===== config.mk =====
export PLATFORM = sky130hd
export DESIGN_NAME = uart_xcvr_flat
export DESIGN_NICKNAME = d
export VERILOG_FILES = /design/src/rtl/uart_xcvr_if.sv /design/src/rtl/uart_xcvr.sv /design/src/flat_wrapper.sv
export SDC_FILE = /design/constraint.sdc
export NUM_CORES = 1
export LEC_CHECK = 0
export BUFFER_PORTS_ARGS = -buffer_cell sky130_fd_sc_hd__buf_2
export CAP_MARGIN = 20
export CORE_UTILIZATION = 50
export CTS_BUF_LIST = sky130_fd_sc_hd__clkbuf_2 sky130_fd_sc_hd__clkbuf_4 sky130_fd_sc_hd__clkbuf_8
export DETAILED_ROUTE_END_ITERATION = 6
export PLACE_DENSITY_LB_ADDON = 0.15
export SLEW_MARGIN = 20
export SYNTH_ARGS = -nofsm -noshare
export SYNTH_HDL_FRONTEND = slang
export SYNTH_SLANG_ARGS = --single-unit
export TNS_END_PERCENT = 20

===== constraint.sdc =====
create_clock -name clk -period 4.36 [get_ports clk]
set_clock_uncertainty 0.15 [all_clocks]
set_input_delay 0.872 -clock clk [delete_from_list [all_inputs] [get_ports clk]]
set_output_delay 0.872 -clock clk [all_outputs]
set_load 0.01 [all_outputs]

===== src/rtl/uart_xcvr_if.sv =====
// Byte-stream side of the UART transceiver: TX and RX valid/ready channels.
// The producer/consumer holds the master modport, the transceiver the slave.
interface uart_xcvr_if #(
  parameter int DATA_WIDTH = 8
);
  logic [DATA_WIDTH-1:0] tx_data;
  logic                  tx_valid;
  logic                  tx_ready;
  logic [DATA_WIDTH-1:0] rx_data;
  logic                  rx_valid;
  logic                  rx_ready;
  logic                  rx_parity_err;
  logic                  rx_frame_err;
  logic                  rx_overrun;

  modport master (
    output tx_data, tx_valid, rx_ready,
    input  tx_ready, rx_data, rx_valid,
    input  rx_parity_err, rx_frame_err, rx_overrun
  );

  modport slave (
    input  tx_data, tx_valid, rx_ready,
    output tx_ready, rx_data, rx_valid,
    output rx_parity_err, rx_frame_err, rx_overrun
  );
endinterface


===== src/rtl/uart_xcvr.sv =====
// Full-duplex UART with runtime divisor, parity mode and stop-bit count.
// Each direction latches its frame format when its frame begins.
module uart_xcvr #(
  parameter int DATA_WIDTH = 8,
  parameter int DIV_WIDTH  = 16
) (
  input  logic                 clk,
  input  logic                 rst,
  input  logic [DIV_WIDTH-1:0] cfg_div,
  input  logic [1:0]           cfg_parity,
  input  logic                 cfg_stop2,
  output logic                 txd,
  input  logic                 rxd,
  uart_xcvr_if.slave           bus
);
  localparam int BW = $clog2(DATA_WIDTH);
  typedef logic [DIV_WIDTH-1:0] div_t;
  typedef logic [BW-1:0] bit_t;
  typedef logic [DATA_WIDTH-1:0] word_t;
  localparam div_t D1    = div_t'(1);
  localparam bit_t B1    = bit_t'(1);
  localparam bit_t BLAST = bit_t'(DATA_WIDTH - 1);

  typedef enum logic [2:0] {
    S_IDLE, S_START, S_DATA, S_PAR, S_STOP
  } st_t;

  div_t div_eff;
  logic par_en;
  assign div_eff = (cfg_div < div_t'(4)) ? div_t'(4) : cfg_div;
  assign par_en  = (cfg_parity == 2'b01) || (cfg_parity == 2'b10);

  st_t   t_st, t_st_n;
  div_t  t_cnt, t_cnt_n, t_div, t_div_n;
  bit_t  t_bit, t_bit_n;
  word_t t_sh, t_sh_n;
  logic  t_par, t_par_n, t_pen, t_pen_n;
  logic  t_s2, t_s2_n, t_txd, t_txd_n;

  assign txd          = t_txd;
  assign bus.tx_ready = (t_st == S_IDLE) && !rst;

  always_ff @(posedge clk) begin
    if (rst) begin
      t_st  <= S_IDLE;
      t_cnt <= '0;
      t_div <= div_t'(4);
      t_bit <= '0;
      t_sh  <= '0;
      t_par <= 1'b0;
      t_pen <= 1'b0;
      t_s2  <= 1'b0;
      t_txd <= 1'b1;
    end else begin
      t_st  <= t_st_n;
      t_cnt <= t_cnt_n;
      t_div <= t_div_n;
      t_bit <= t_bit_n;
      t_sh  <= t_sh_n;
      t_par <= t_par_n;
      t_pen <= t_pen_n;
      t_s2  <= t_s2_n;
      t_txd <= t_txd_n;
    end
  end

  always_comb begin
    t_st_n  = t_st;
    t_cnt_n = t_cnt;
    t_div_n = t_div;
    t_bit_n = t_bit;
    t_sh_n  = t_sh;
    t_par_n = t_par;
    t_pen_n = t_pen;
    t_s2_n  = t_s2;
    t_txd_n = t_txd;
    if (t_st != S_IDLE) t_cnt_n = t_cnt - D1;
    unique case (t_st)
      S_IDLE: begin
        t_txd_n = 1'b1;
        if (bus.tx_valid) begin
          t_st_n  = S_START;
          t_txd_n = 1'b0;
          t_cnt_n = div_eff - D1;
          t_div_n = div_eff;
          t_pen_n = par_en;
          t_s2_n  = cfg_stop2;
          t_sh_n  = bus.tx_data;
          t_par_n = (^bus.tx_data) ^ cfg_parity[1];
        end
      end
      S_START: if (t_cnt == '0) begin
        t_st_n  = S_DATA;
        t_txd_n = t_sh[0];
        t_cnt_n = t_div - D1;
        t_bit_n = BLAST;
      end
      S_DATA: if (t_cnt == '0) begin
        t_cnt_n = t_div - D1;
        if (t_bit == '0) begin
          t_st_n  = t_pen ? S_PAR : S_STOP;
          t_txd_n = t_pen ? t_par : 1'b1;
          t_bit_n = t_s2 ? B1 : '0;
        end else begin
          t_bit_n = t_bit - B1;
          t_sh_n  = t_sh >> 1;
          t_txd_n = t_sh[1];
        end
      end
      S_PAR: if (t_cnt == '0) begin
        t_st_n  = S_STOP;
        t_txd_n = 1'b1;
        t_cnt_n = t_div - D1;
      end
      S_STOP: if (t_cnt == '0) begin
        t_cnt_n = t_div - D1;
        if (t_bit == '0) t_st_n = S_IDLE;
        else t_bit_n = t_bit - B1;
      end
      default: t_st_n = S_IDLE;
    endcase
  end

  // s3 holds the previous synchronized level for falling-edge detection
  logic  s1, s2, s3;
  st_t   r_st, r_st_n;
  div_t  r_cnt, r_cnt_n, r_div, r_div_n;
  bit_t  r_bit, r_bit_n;
  word_t r_sh, r_sh_n;
  logic  r_pen, r_pen_n, r_odd, r_odd_n, r_pe, r_pe_n;
  logic  done, fe;
  word_t o_data;
  logic  o_valid, o_pe, o_fe, o_ov, hs;

  assign bus.rx_data       = o_data;
  assign bus.rx_valid      = o_valid;
  assign bus.rx_parity_err = o_pe;
  assign bus.rx_frame_err  = o_fe;
  assign bus.rx_overrun    = o_ov;
  assign hs = o_valid && bus.rx_ready;

  always_ff @(posedge clk) begin
    if (rst) begin
      s1    <= 1'b1;
      s2    <= 1'b1;
      s3    <= 1'b1;
      r_st  <= S_IDLE;
      r_cnt <= '0;
      r_div <= div_t'(4);
      r_bit <= '0;
      r_sh  <= '0;
      r_pen <= 1'b0;
      r_odd <= 1'b0;
      r_pe  <= 1'b0;
    end else begin
      s1    <= rxd;
      s2    <= s1;
      s3    <= s2;
      r_st  <= r_st_n;
      r_cnt <= r_cnt_n;
      r_div <= r_div_n;
      r_bit <= r_bit_n;
      r_sh  <= r_sh_n;
      r_pen <= r_pen_n;
      r_odd <= r_odd_n;
      r_pe  <= r_pe_n;
    end
  end

  always_comb begin
    r_st_n  = r_st;
    r_cnt_n = r_cnt;
    r_div_n = r_div;
    r_bit_n = r_bit;
    r_sh_n  = r_sh;
    r_pen_n = r_pen;
    r_odd_n = r_odd;
    r_pe_n  = r_pe;
    done    = 1'b0;
    fe      = 1'b0;
    if (r_st != S_IDLE) r_cnt_n = r_cnt - D1;
    unique case (r_st)
      S_IDLE: if (s3 && !s2) begin
        r_st_n  = S_START;
        r_cnt_n = (div_eff >> 1) - D1;
        r_div_n = div_eff;
        r_pen_n = par_en;
        r_odd_n = cfg_parity[1];
        r_pe_n  = 1'b0;
      end
      S_START: if (r_cnt == '0) begin
        r_cnt_n = r_div - D1;
        r_bit_n = BLAST;
        r_st_n  = s2 ? S_IDLE : S_DATA;
      end
      S_DATA: if (r_cnt == '0) begin
        r_sh_n  = {s2, r_sh[DATA_WIDTH-1:1]};
        r_cnt_n = r_div - D1;
        if (r_bit == '0) r_st_n = r_pen ? S_PAR : S_STOP;
        else r_bit_n = r_bit - B1;
      end
      S_PAR: if (r_cnt == '0) begin
        r_pe_n  = s2 ^ (^r_sh) ^ r_odd;
        r_cnt_n = r_div - D1;
        r_st_n  = S_STOP;
      end
      S_STOP: if (r_cnt == '0) begin
        done   = 1'b1;
        fe     = !s2;
        r_st_n = S_IDLE;
      end
      default: r_st_n = S_IDLE;
    endcase
  end

  always_ff @(posedge clk) begin
    if (rst) begin
      o_data  <= '0;
      o_valid <= 1'b0;
      o_pe    <= 1'b0;
      o_fe    <= 1'b0;
      o_ov    <= 1'b0;
    end else if (done && (!o_valid || hs)) begin
      o_data  <= r_sh;
      o_valid <= 1'b1;
      o_pe    <= r_pe;
      o_fe    <= fe;
      o_ov    <= 1'b0;
    end else if (done) begin
      o_ov <= 1'b1;
    end else if (hs) begin
      o_valid <= 1'b0;
      o_pe    <= 1'b0;
      o_fe    <= 1'b0;
      o_ov    <= 1'b0;
    end
  end
endmodule


===== src/flat_wrapper.sv =====
// flat-port wrapper written by rule: the top's interface ports become plain ports
module uart_xcvr_flat 
#(
  parameter int DATA_WIDTH = 8,
  parameter int DIV_WIDTH  = 16
)
  (clk, rst, cfg_div, cfg_parity, cfg_stop2, txd, rxd, bus_tx_data, bus_tx_valid, bus_rx_ready, bus_tx_ready, bus_rx_data, bus_rx_valid, bus_rx_parity_err, bus_rx_frame_err, bus_rx_overrun);
  uart_xcvr_if #(.DATA_WIDTH(DATA_WIDTH)) bus_i ();
  input  logic clk;
  input  logic rst;
  input  logic [DIV_WIDTH-1:0] cfg_div;
  input  logic [1:0] cfg_parity;
  input  logic cfg_stop2;
  output logic txd;
  input  logic rxd;
  input wire logic [$bits(bus_i.tx_data)-1:0] bus_tx_data;
  input wire logic [$bits(bus_i.tx_valid)-1:0] bus_tx_valid;
  input wire logic [$bits(bus_i.rx_ready)-1:0] bus_rx_ready;
  output wire logic [$bits(bus_i.tx_ready)-1:0] bus_tx_ready;
  output wire logic [$bits(bus_i.rx_data)-1:0] bus_rx_data;
  output wire logic [$bits(bus_i.rx_valid)-1:0] bus_rx_valid;
  output wire logic [$bits(bus_i.rx_parity_err)-1:0] bus_rx_parity_err;
  output wire logic [$bits(bus_i.rx_frame_err)-1:0] bus_rx_frame_err;
  output wire logic [$bits(bus_i.rx_overrun)-1:0] bus_rx_overrun;
  assign bus_i.tx_data = bus_tx_data;
  assign bus_i.tx_valid = bus_tx_valid;
  assign bus_i.rx_ready = bus_rx_ready;
  assign bus_tx_ready = bus_i.tx_ready;
  assign bus_rx_data = bus_i.rx_data;
  assign bus_rx_valid = bus_i.rx_valid;
  assign bus_rx_parity_err = bus_i.rx_parity_err;
  assign bus_rx_frame_err = bus_i.rx_frame_err;
  assign bus_rx_overrun = bus_i.rx_overrun;
  uart_xcvr #(.DATA_WIDTH(DATA_WIDTH), .DIV_WIDTH(DIV_WIDTH)) u_core (.clk(clk), .rst(rst), .cfg_div(cfg_div), .cfg_parity(cfg_parity), .cfg_stop2(cfg_stop2), .txd(txd), .rxd(rxd), .bus(bus_i));
endmodule

Word level (Yosys, flattened, before mapping) --
Cells that the tools add are included.
Word-level totals: bits in registers 114, bits in latches 0, bits in writable memories 0, ROM bits 0, input port bits 32, output and inout bits 14, word-level logic and storage cells 166, memories 0
Cells by class: add/subtract/negate cells 8, $mul 0, div/mod/pow operators 0, magnitude comparators 1, eq/ne operators 27, shift operators 0, mux-type cells 62, bitwise operators 3, reductions and logical operators 40
Operators by type and width (number):
- $mux 16 | 7
- $sub 16x1->16 const B | 5
- $mux 3 | 23
- $pmux 16 s2 | 2
- $logic_not 16->1 | 2
- $pmux 3 s5 | 2
- $mux 8 | 3
- $ne 2x1->1 const B | 12
- $mux 1 | 19
- $lt 16x3->1 const B | 1
- $pmux 8 s2 | 1
- $reduce_xor 8->1 | 2
- $sub 15x1->16 const B | 1
- $eq 3x2->1 const B | 4
- $logic_not 3->1 | 4
- $reduce_and 4->1 | 3
- $ne 2x2->1 const B | 5
- $reduce_bool 2->1 | 5
- $pmux 3 s3 | 1
- $reduce_bool 3->1 | 3
- $reduce_and 2->1 | 4
- $reduce_and 7->1 | 1
- $eq 3x1->1 const B | 2
- $eq 3x3->1 const B | 2
- other kinds (18) | 27

Logic depth before layout (Yosys ltp) --
Gate-level depths: netlist of the first run.
depth after elaboration 6, gate-level depth with buffers 11, gate-level depth less buffers 10

Least setup slack after synthesis of the first run --
Ideal clock, no wire load.
kind input -> register, start input port cfg_div[11], end register u_core.t_cnt[15], setup time 132 ps, arrival 3354 ps, required time 4078 ps, setup slack 724 ps, cell stages on the path 11, path buffers 1, cell sequence clkbuf_1 > nor4_2 > nand4_1 > nand2_1 > ha_1 > nor3b_2 > nand4_1 > a2111oi_2 > nor2_1 > a21oi_1 > a21oi_1
On the way: word-level cells in the longest chain between the ends 5
RTL lines:
- start, declared | line flat_wrapper.sv:11 | input logic [DIV_WIDTH-1:0] cfg_div;
- $lt 16x3->1 | line uart_xcvr.sv:30 | assign div_eff = (cfg_div < div_t'(4)) ? div_t'(4) : cfg_div;
- $mux 16 * | line uart_xcvr.sv:30
- $sub 16x1->16 * | line uart_xcvr.sv:84 | t_cnt_n = div_eff - D1;
- $mux 16 * | line uart_xcvr.sv:81 | if (bus.tx_valid) begin
- $pmux 16 s2 * | line uart_xcvr.sv:78 | unique case (t_st)
- end signal, assigned | line uart_xcvr.sv:56 | t_cnt <= t_cnt_n;
- end, declared | line uart_xcvr.sv:34 | div_t t_cnt, t_cnt_n, t_div, t_div_n;
Mark *: on every way between the ends. The rest lies on a longest branch, timed or not. A chain may end at the register's enable or synchronous reset.

Final worst setup path of the first run --
start input port cfg_div[7], end register u_core.t_cnt[15]
The elaborated chain is that of the path after synthesis.

==> results of run 1 <==
## worst max path at each step
| stage | slack [ns] | from | end |
|---|---|---|---|
| global placement | 0.39 | cfg_div[7] | u_core.t_cnt[11]$_SDFF_PP0_ |
| global route | 0.42 | cfg_div[7] | u_core.t_cnt[15]$_SDFF_PP0_ |
| CTS | 0.70 | cfg_div[7] | u_core.t_cnt[15]$_SDFF_PP0_ |
| finish | 0.66 | cfg_div[7] | u_core.t_cnt[15]$_SDFF_PP0_ |
| detailed placement | 0.27 | cfg_div[7] | u_core.t_cnt[15]$_SDFF_PP0_ |
| floorplan | 0.72 | cfg_div[11] | u_core.t_cnt[15]$_SDFF_PP0_ |
## power breakdown
group          switching [mW]  leakage, nW  internal (mW)  total, mW
Clock                   0.498        0.210          0.541       1.04
Sequential              0.100        0.930           1.13       1.23
Combinational           0.474         1.74          0.313      0.788
## Yosys cell counts (3+ instances only)
cell / instances / area [sq um]
sky130_fd_sc_hd__mux2i_1: 27 / 270.3
sky130_fd_sc_hd__and2_1: 4 / 25.02
sky130_fd_sc_hd__a22oi_1: 15 / 112.6
sky130_fd_sc_hd__buf_2: 9 / 45.04
sky130_fd_sc_hd__nand2b_1: 7 / 43.79
sky130_fd_sc_hd__inv_1: 21 / 78.83
sky130_fd_sc_hd__a221oi_1: 4 / 35.03
sky130_fd_sc_hd__a31oi_1: 4 / 25.02
sky130_fd_sc_hd__o21a_1: 4 / 30.03
sky130_fd_sc_hd__nor4_2: 6 / 75.07
sky130_fd_sc_hd__o22ai_1: 4 / 25.02
sky130_fd_sc_hd__nand2_2: 3 / 18.77
sky130_fd_sc_hd__nor3b_1: 5 / 37.54
sky130_fd_sc_hd__o21ai_0: 16 / 80.08
sky130_fd_sc_hd__or4_1: 4 / 30.03
sky130_fd_sc_hd__a211oi_1: 13 / 97.59
sky130_fd_sc_hd__a211oi_2: 5 / 62.56
sky130_fd_sc_hd__nand2_1: 122 / 457.9
sky130_fd_sc_hd__a21oi_1: 80 / 400.4
sky130_fd_sc_hd__dfxtp_1: 114 / 2282
sky130_fd_sc_hd__nor2_1: 107 / 401.6
sky130_fd_sc_hd__nor2b_1: 5 / 31.28
sky130_fd_sc_hd__nand4_1: 6 / 37.54
sky130_fd_sc_hd__or4_4: 3 / 33.78
sky130_fd_sc_hd__ha_1: 13 / 162.7
sky130_fd_sc_hd__o31ai_1: 7 / 52.55
sky130_fd_sc_hd__clkbuf_1: 40 / 150.1
sky130_fd_sc_hd__nand3_1: 21 / 105.1
sky130_fd_sc_hd__nor3_1: 26 / 130.1
sky130_fd_sc_hd__or3_1: 9 / 56.30
sky130_fd_sc_hd__a311oi_1: 3 / 26.28
sky130_fd_sc_hd__nor4_1: 13 / 81.33
sky130_fd_sc_hd__o211ai_1: 5 / 37.54
sky130_fd_sc_hd__xor2_1: 38 / 332.8
sky130_fd_sc_hd__xnor2_1: 49 / 429.2
sky130_fd_sc_hd__and3_1: 3 / 18.77
sky130_fd_sc_hd__or2_2: 5 / 31.28
## worst max-delay path, stage by stage
cell and delay [ns]:
sky130_fd_sc_hd__buf_2 0.15, sky130_fd_sc_hd__nor4_2 0.57, sky130_fd_sc_hd__nand4_1 0.30, sky130_fd_sc_hd__nand2_1 0.24
sky130_fd_sc_hd__ha_1 0.24, sky130_fd_sc_hd__nor3b_2 0.40, sky130_fd_sc_hd__nand4_1 0.30, sky130_fd_sc_hd__a2111oi_2 0.46
sky130_fd_sc_hd__nor2_1 0.07, sky130_fd_sc_hd__a21oi_1 0.13, sky130_fd_sc_hd__a21oi_1 0.08
## placed cells by master, fill, tap and decap left out, types with 15 or more instances in the layout
| cell | count |
|---|---|
| sky130_fd_sc_hd__a21oi_1 | 80 |
| sky130_fd_sc_hd__a22oi_1 | 15 |
| sky130_fd_sc_hd__buf_2 | 44 |
| sky130_fd_sc_hd__clkbuf_8 | 18 |
| sky130_fd_sc_hd__dfxtp_1 | 114 |
| sky130_fd_sc_hd__inv_1 | 21 |
| sky130_fd_sc_hd__mux2i_1 | 27 |
| sky130_fd_sc_hd__nand2_1 | 122 |
| sky130_fd_sc_hd__nand3_1 | 21 |
| sky130_fd_sc_hd__nor2_1 | 107 |
| sky130_fd_sc_hd__nor3_1 | 26 |
| sky130_fd_sc_hd__o21ai_0 | 16 |
| sky130_fd_sc_hd__xnor2_1 | 49 |
| sky130_fd_sc_hd__xor2_1 | 38 |
## area by class of cell
type | count | area [sq um]
Clock buffer | 18 | 247.7
Clock inverter | 14 | 165.2
Fill cell | 1278 | 5722
Inverter | 21 | 78.83
Multi-Input combinational cell | 675 | 4217
Sequential cell | 114 | 2282
Tap cell | 176 | 220.2
Timing Repair Buffer | 56 | 310.3
## routing by layer
| metal | track usage | vias to the layer above |
|---|---|---|
| met1 | 0.3322 | 2959 |
| met4 | 0.1052 | 0 |
| met2 | 0.4254 | 181 |
| met3 | 0.06033 | 35 |
| met5 | 0 | - |
| li1 | - | 3079 |
## sequential cells by signal, indices dropped and copies added (netlist names), 3 cells and up
signal / flops
u_core.r_cnt: 16
u_core.r_div: 16
u_core.t_cnt: 16
u_core.t_div: 16
u_core.bus.rx_data: 8
u_core.r_sh: 8
u_core.t_sh: 8
u_core.r_bit: 3
u_core.r_st: 3
u_core.t_bit: 3
u_core.t_st: 3
## cell families (layout without fill, tap and decap cells)
group	Yosys count	count (layout)	share of synthesized area
mux	27	27	0.03984
simple gates	367	367	0.2693
compound gates	181	181	0.1761
xor+xnor	87	87	0.1123
buf+inv	72	109	0.04205
flops	114	114	0.3364
fa+ha+maj	13	13	0.02398
==> metrics, run 1 <==
num ports 46; wire length after detailed routing 17770 um; r2r setup slk 1.53 ns; die height 118.5 um; final setup slack of the worst path 0.6635 ns; overall via count from detail_route 6254; Lkg Pwr 2.883 nW; capturing point of the worst reg2reg path u_core.r_cnt[6]$_SDFF_PP0_; Worst Path Required 4.50 ns; TritonCTS clock tree done; critical path data arrival time 3.83 ns; biggest fanout along the worst timing path 7; post-CTS clock slew at the launch and capture registers of the worst setup and hold paths 0.08 ns; maximum number of pins on one net before global-route repair 72; Endpoint, Worst Hold u_core.s2$_SDFF_PP1_; cell depth of the worst hold path 1; setup slack after placement 0.2681 ns; count of standard-cell rows 42; detailed-routing wirelength on met1 8146 um; Hold Crit Class register to register; VDD IR-drop max 0.3615 mV; latest clock arrival within the worst-skew pair 0.44 ns; area of the core 13240 sq um; total nets after synthesis 906; post-synth cell types 72; register bit total from synthesis 114; Area growth, synth to finish 10.86%; Clk Tree Root Cell sky130_fd_sc_hd__clkbuf_8; post_cts resized 0; average routed wire per standard cell 16.54 um; setup tns final 0 ns; total congestion overflow 0; TritonCTS Buffers 17; worst hold start u_core.s1$_SDFF_PP1_; Initial DRC Count 505; Die X 118.5 um; met3 wirelength from detailed routing 961 um; max capacitance violation total 0; cells after synthesis 861; Sink Count 114; Post-CTS Hold Fix Bufs 0; kind of critical path primary input to register; total DRC errors in the routed layout 0; async set-or-reset flop fraction in the synthesized netlist 0; Final setup viols 0; register area share after synthesis 0.3364; buffers added on ports 45; via count of the first global-routing pass 5998; max-slew violation count 0; Die ar. 14040 sq um; highest signal layer in the routed design met4; Layout Cells excl Fill 1074; number of antenna violations at the first check in global routing 0; detailed-routed wire length on met2 8176 um; run status finished clean; setup bufs post-CTS 0; number of buffers between clock root and the deepest sink 2; power per cell area 406.3 nW/um^2; Min Hold Slack 0.2723 ns; Via-to-Cell Ratio 5.823; initial core utilization 0.5123; number of iterations in the first detailed-routing pass 5; number of nets in the final layout 930; post-layout minimum cycle time 3.696 ns; wire length of the first global-routing pass 29060 um; Reg2Reg Depth 6; actual slew at the worst max-slew pin 0.8346 ns; EDFF count, synth 0; syn_area_per_cell 7.879 sq um; critical path startpoint category primary input; H-Tree Level Count 4; max frequency 270.5 MHz; source of the worst register-to-register timing path u_core.s2$_SDFF_PP1_; cell area after synthesis 6784 sq um; post-layout utilization of the core 0.5679; Post-Place Cell Area 7108 sq um; Final Cycle Share 0.8478; antenna cell count 0; worst relative slew slack 0.4393; total of warnings raised by yosys 0; layout cell share with drive strength beyond 1 0.1392; sum of internal, switching and leakage power 3.056 mW; estimated wirelength of the detail-placed design 12810 um; instance count after placement with tap cells included 1042; setup repair after global routing missed its margin false; final weighted congestion of routability-driven global placement 0.9115; Critical Path Sink Type register; Final Hold Fails 0; Design Area, Final 7521 sq um; Post-DRT Antenna Nets 0; Overall Global Routing Usage 0.2610; prevailing post-synth register cell sky130_fd_sc_hd__dfxtp_1
Note: power is estimated with default switching activity, not from simulation.
==> run 2: changes to the inputs <==
ABC_AREA = 1   (was not set)
clock period = 3.16 ns   (was 4.36 ns; I/O delays follow)
==> run 2 against run 1 <==
  * Largest cell class unchanged
  * Power increased by 140%
  * Synthesized cell count is 33% higher
  * Core utilization shrank 0.23 points
  * Register-to-register slack worse by 0.66 ns
  * Setup slack got worse by 0.10 ns
  * Worst hold slack worse by 0.042 ns
  * Die area is 8.8% higher
  * Via count is 17% higher
  * Sequential power up 77%
  * Critical path depth increased by 3
==> metrics, run 2 <==
r2r setup slk 0.87 ns (-0.66 ns); power per cell area 882.5 nW/um^2 (+120%); Via-to-Cell Ratio 5.283 (-9.3%); H-Tree Level Count 4 (unchanged); layout cell share with drive strength beyond 1 0.1298 (-0.009415); post-layout utilization of the core 0.5657 (-0.002257); latest clock arrival within the worst-skew pair 0.44 ns (about the same); detailed-routing wirelength on met1 9904 um (+22%); Sink Count 114 (unchanged); Final setup viols 0 (unchanged); async set-or-reset flop fraction in the synthesized netlist 0 (unchanged); final setup slack of the worst path 0.5586 ns (-0.1049 ns); Area growth, synth to finish 10.82% (about the same); Overall Global Routing Usage 0.2854 (+0.02446); die height 123.6 um (+4.3%); setup slack after placement 0.09553 ns (-0.1725 ns); setup repair after global routing missed its margin false; Critical Path Sink Type register; kind of critical path primary input to register; Die X 123.6 um (+4.3%); number of nets in the final layout 1238 (+33%); most common cell after layout, fill and taps aside sky130_fd_sc_hd__nand2_1; number of antenna violations at the first check in global routing 1 (+1); most frequent cells in the layout sky130_fd_sc_hd__nand2_1, sky130_fd_sc_hd__nor2_1, sky130_fd_sc_hd__inv_1; total congestion overflow 0 (unchanged); Lkg Pwr 3.774 nW (+31%); most frequently used cell type in the post-synthesis netlist sky130_fd_sc_hd__nand2_1; biggest fanout along the worst timing path 8 (+1); highest signal layer in the routed design met4; post_cts resized 0 (unchanged); wire length of the first global-routing pass 33420 um (+15%); overall via count from detail_route 7327 (+17%); max-slew violation count 0 (unchanged); worst relative slew slack 0.5477 (+0.1084); dominant cell type by area after synthesis sky130_fd_sc_hd__dfxtp_1; Final Cycle Share 0.8232; actual slew at the worst max-slew pin 0.6763 ns (-0.1584 ns); post-synth cell types 45 (-38%); count of standard-cell rows 44 (+4.8%); total of warnings raised by yosys 0 (unchanged); prevailing post-synth register cell sky130_fd_sc_hd__dfxtp_1; critical path startpoint category primary input; TritonCTS clock tree done; critical path data arrival time 2.76 ns (-1.07 ns); buffers added on ports 45 (unchanged); total nets after synthesis 1191 (+31%); estimated wirelength of the detail-placed design 15720 um (+23%); Area contributors post-synth sky130_fd_sc_hd__dfxtp_1, sky130_fd_sc_hd__nand2_1, sky130_fd_sc_hd__nor2_1; register area share after synthesis 0.3088 (-0.02762); Worst Path Required 3.32 ns (-1.18 ns); TritonCTS Buffers 17 (unchanged); max capacitance violation total 0 (unchanged); Clk Tree Root Cell sky130_fd_sc_hd__clkbuf_8; number of buffers between clock root and the deepest sink 2 (unchanged); wire length after detailed routing 20500 um (+15%); via count of the first global-routing pass 6664 (+11%); VDD IR-drop max 0.4092 mV (+13%); final weighted congestion of routability-driven global placement 0.9240 (+1.4%); setup tns final 0 ns (unchanged); run status finished clean; total DRC errors in the routed layout 0 (unchanged); Hold Crit Class primary input to register; Final Hold Fails 0 (unchanged); syn_area_per_cell 6.449 sq um (-18%); top cell types by occurrence after synthesis sky130_fd_sc_hd__nand2_1, sky130_fd_sc_hd__nor2_1, sky130_fd_sc_hd__inv_1, sky130_fd_sc_hd__dfxtp_1, sky130_fd_sc_hd__nand3_1; area of the core 14480 sq um (+9.3%); Initial DRC Count 520 (+3.0%); setup bufs post-CTS 0 (unchanged); Die ar. 15270 sq um (+8.8%); initial core utilization 0.5105 (-0.001826); instance count after placement with tap cells included 1358 (+30%); EDFF count, synth 0 (unchanged); cells after synthesis 1146 (+33%); met3 wirelength from detailed routing 1304 um (+36%); Layout Cells excl Fill 1387 (+29%); maximum number of pins on one net before global-route repair 34 (-53%); post-layout minimum cycle time 2.601 ns; cell area after synthesis 7391 sq um (+8.9%); max frequency 384.4 MHz; number of iterations in the first detailed-routing pass 5 (unchanged); register bit total from synthesis 114 (unchanged); top cell type's share of synthesized area 0.3088 (-0.02762); Post-DRT Antenna Nets 0 (unchanged); detailed-routed wire length on met2 9019 um (+10%); Post-CTS Hold Fix Bufs 0 (unchanged); average routed wire per standard cell 14.78 um (-11%); post-CTS clock slew at the launch and capture registers of the worst setup and hold paths 0.07 ns (about the same); num ports 46 (unchanged)
==> run 2: cell count changes in the layout (fill, tap and decap cells not counted), sizes merged, moves of 27 or more <==
cell   delta
xnor2    -35
o21ai    +74
inv     +129
mux2i    -27
nor2     +73
nand3    +79
nand2   +111
==> run 2: worst max-delay path, stage by stage <==
cell and delay, ns:
sky130_fd_sc_hd__buf_2 0.14, sky130_fd_sc_hd__nor2_2 0.19, sky130_fd_sc_hd__nand2_2 0.12, sky130_fd_sc_hd__nor2_2 0.14
sky130_fd_sc_hd__nand2_4 0.11, sky130_fd_sc_hd__nand2_2 0.13, sky130_fd_sc_hd__ha_1 0.26, sky130_fd_sc_hd__nand3_2 0.19
sky130_fd_sc_hd__nor3_4 0.36, sky130_fd_sc_hd__nand2_1 0.11, sky130_fd_sc_hd__o21ai_1 0.13, sky130_fd_sc_hd__a21oi_1 0.05
sky130_fd_sc_hd__a21oi_1 0.12, sky130_fd_sc_hd__a21oi_1 0.07
==> run 2: path summary, 6_finish.rpt <==
kind | start | to | cells past startpoint
max reg2reg | u_core.r_st[2]$_SDFFE_PP0P_ | u_core.r_cnt[10]$_SDFF_PP0_ | 9
min | rxd | u_core.s1$_SDFF_PP1_ | 2
max | cfg_div[5] | u_core.r_cnt[14]$_SDFF_PP0_ | 14
min reg2reg | u_core.s1$_SDFF_PP1_ | u_core.s2$_SDFF_PP1_ | 1
==> run 2: cells by family after synthesis <==
group           after synthesis  share of synthesized area
buf+inv                     187                    0.09853
compound gates              211                     0.1596
flops                       114                     0.3088
simple gates                568                     0.3482
fa+ha+maj                    13                    0.02201
xor+xnor                     53                    0.06281
==> run 2: where the power goes <==
group,internal [mW],switching (mW),total [mW],leakage [nW]
clock network,0.815,0.575,1.39,0.204
registers,1.81,0.369,2.18,0.933
logic,1.27,2.39,3.66,2.64
total,3.89,3.34,7.23,3.77
==> run 2: cell type report <==
type | count | area (sq um)
Sequential cell | 114 | 2282
Fill cell | 1531 | 6289
Tap cell | 184 | 230.2
Antenna cell | 1 | 2.502
Clock inverter | 7 | 110.1
Multi-Input combinational cell | 845 | 4380
Inverter | 158 | 593.1
Clock buffer | 21 | 276.5
Timing Repair Buffer | 57 | 315.3
==> run 2: per-stage QoR <==
step	power, mW	cell area (sq um)	hold WS, ns
after global placement	5.792	7801	0.2449
after detailed placement	5.816	7801	0.2444
after CTS	7.229	8188	0.2054
final	7.228	8190	0.2301
after global routing	7.900	8190	0.2063
after floorplan	4.975	7391	0.2395
==> run 2: metal layers <==
layer | up-vias | global-route usage
li1 | 3804 | -
met1 | 3292 | 0.4053
met2 | 209 | 0.4326
met3 | 22 | 0.06181
met4 | 0 | 0.07907
met5 | - | 0
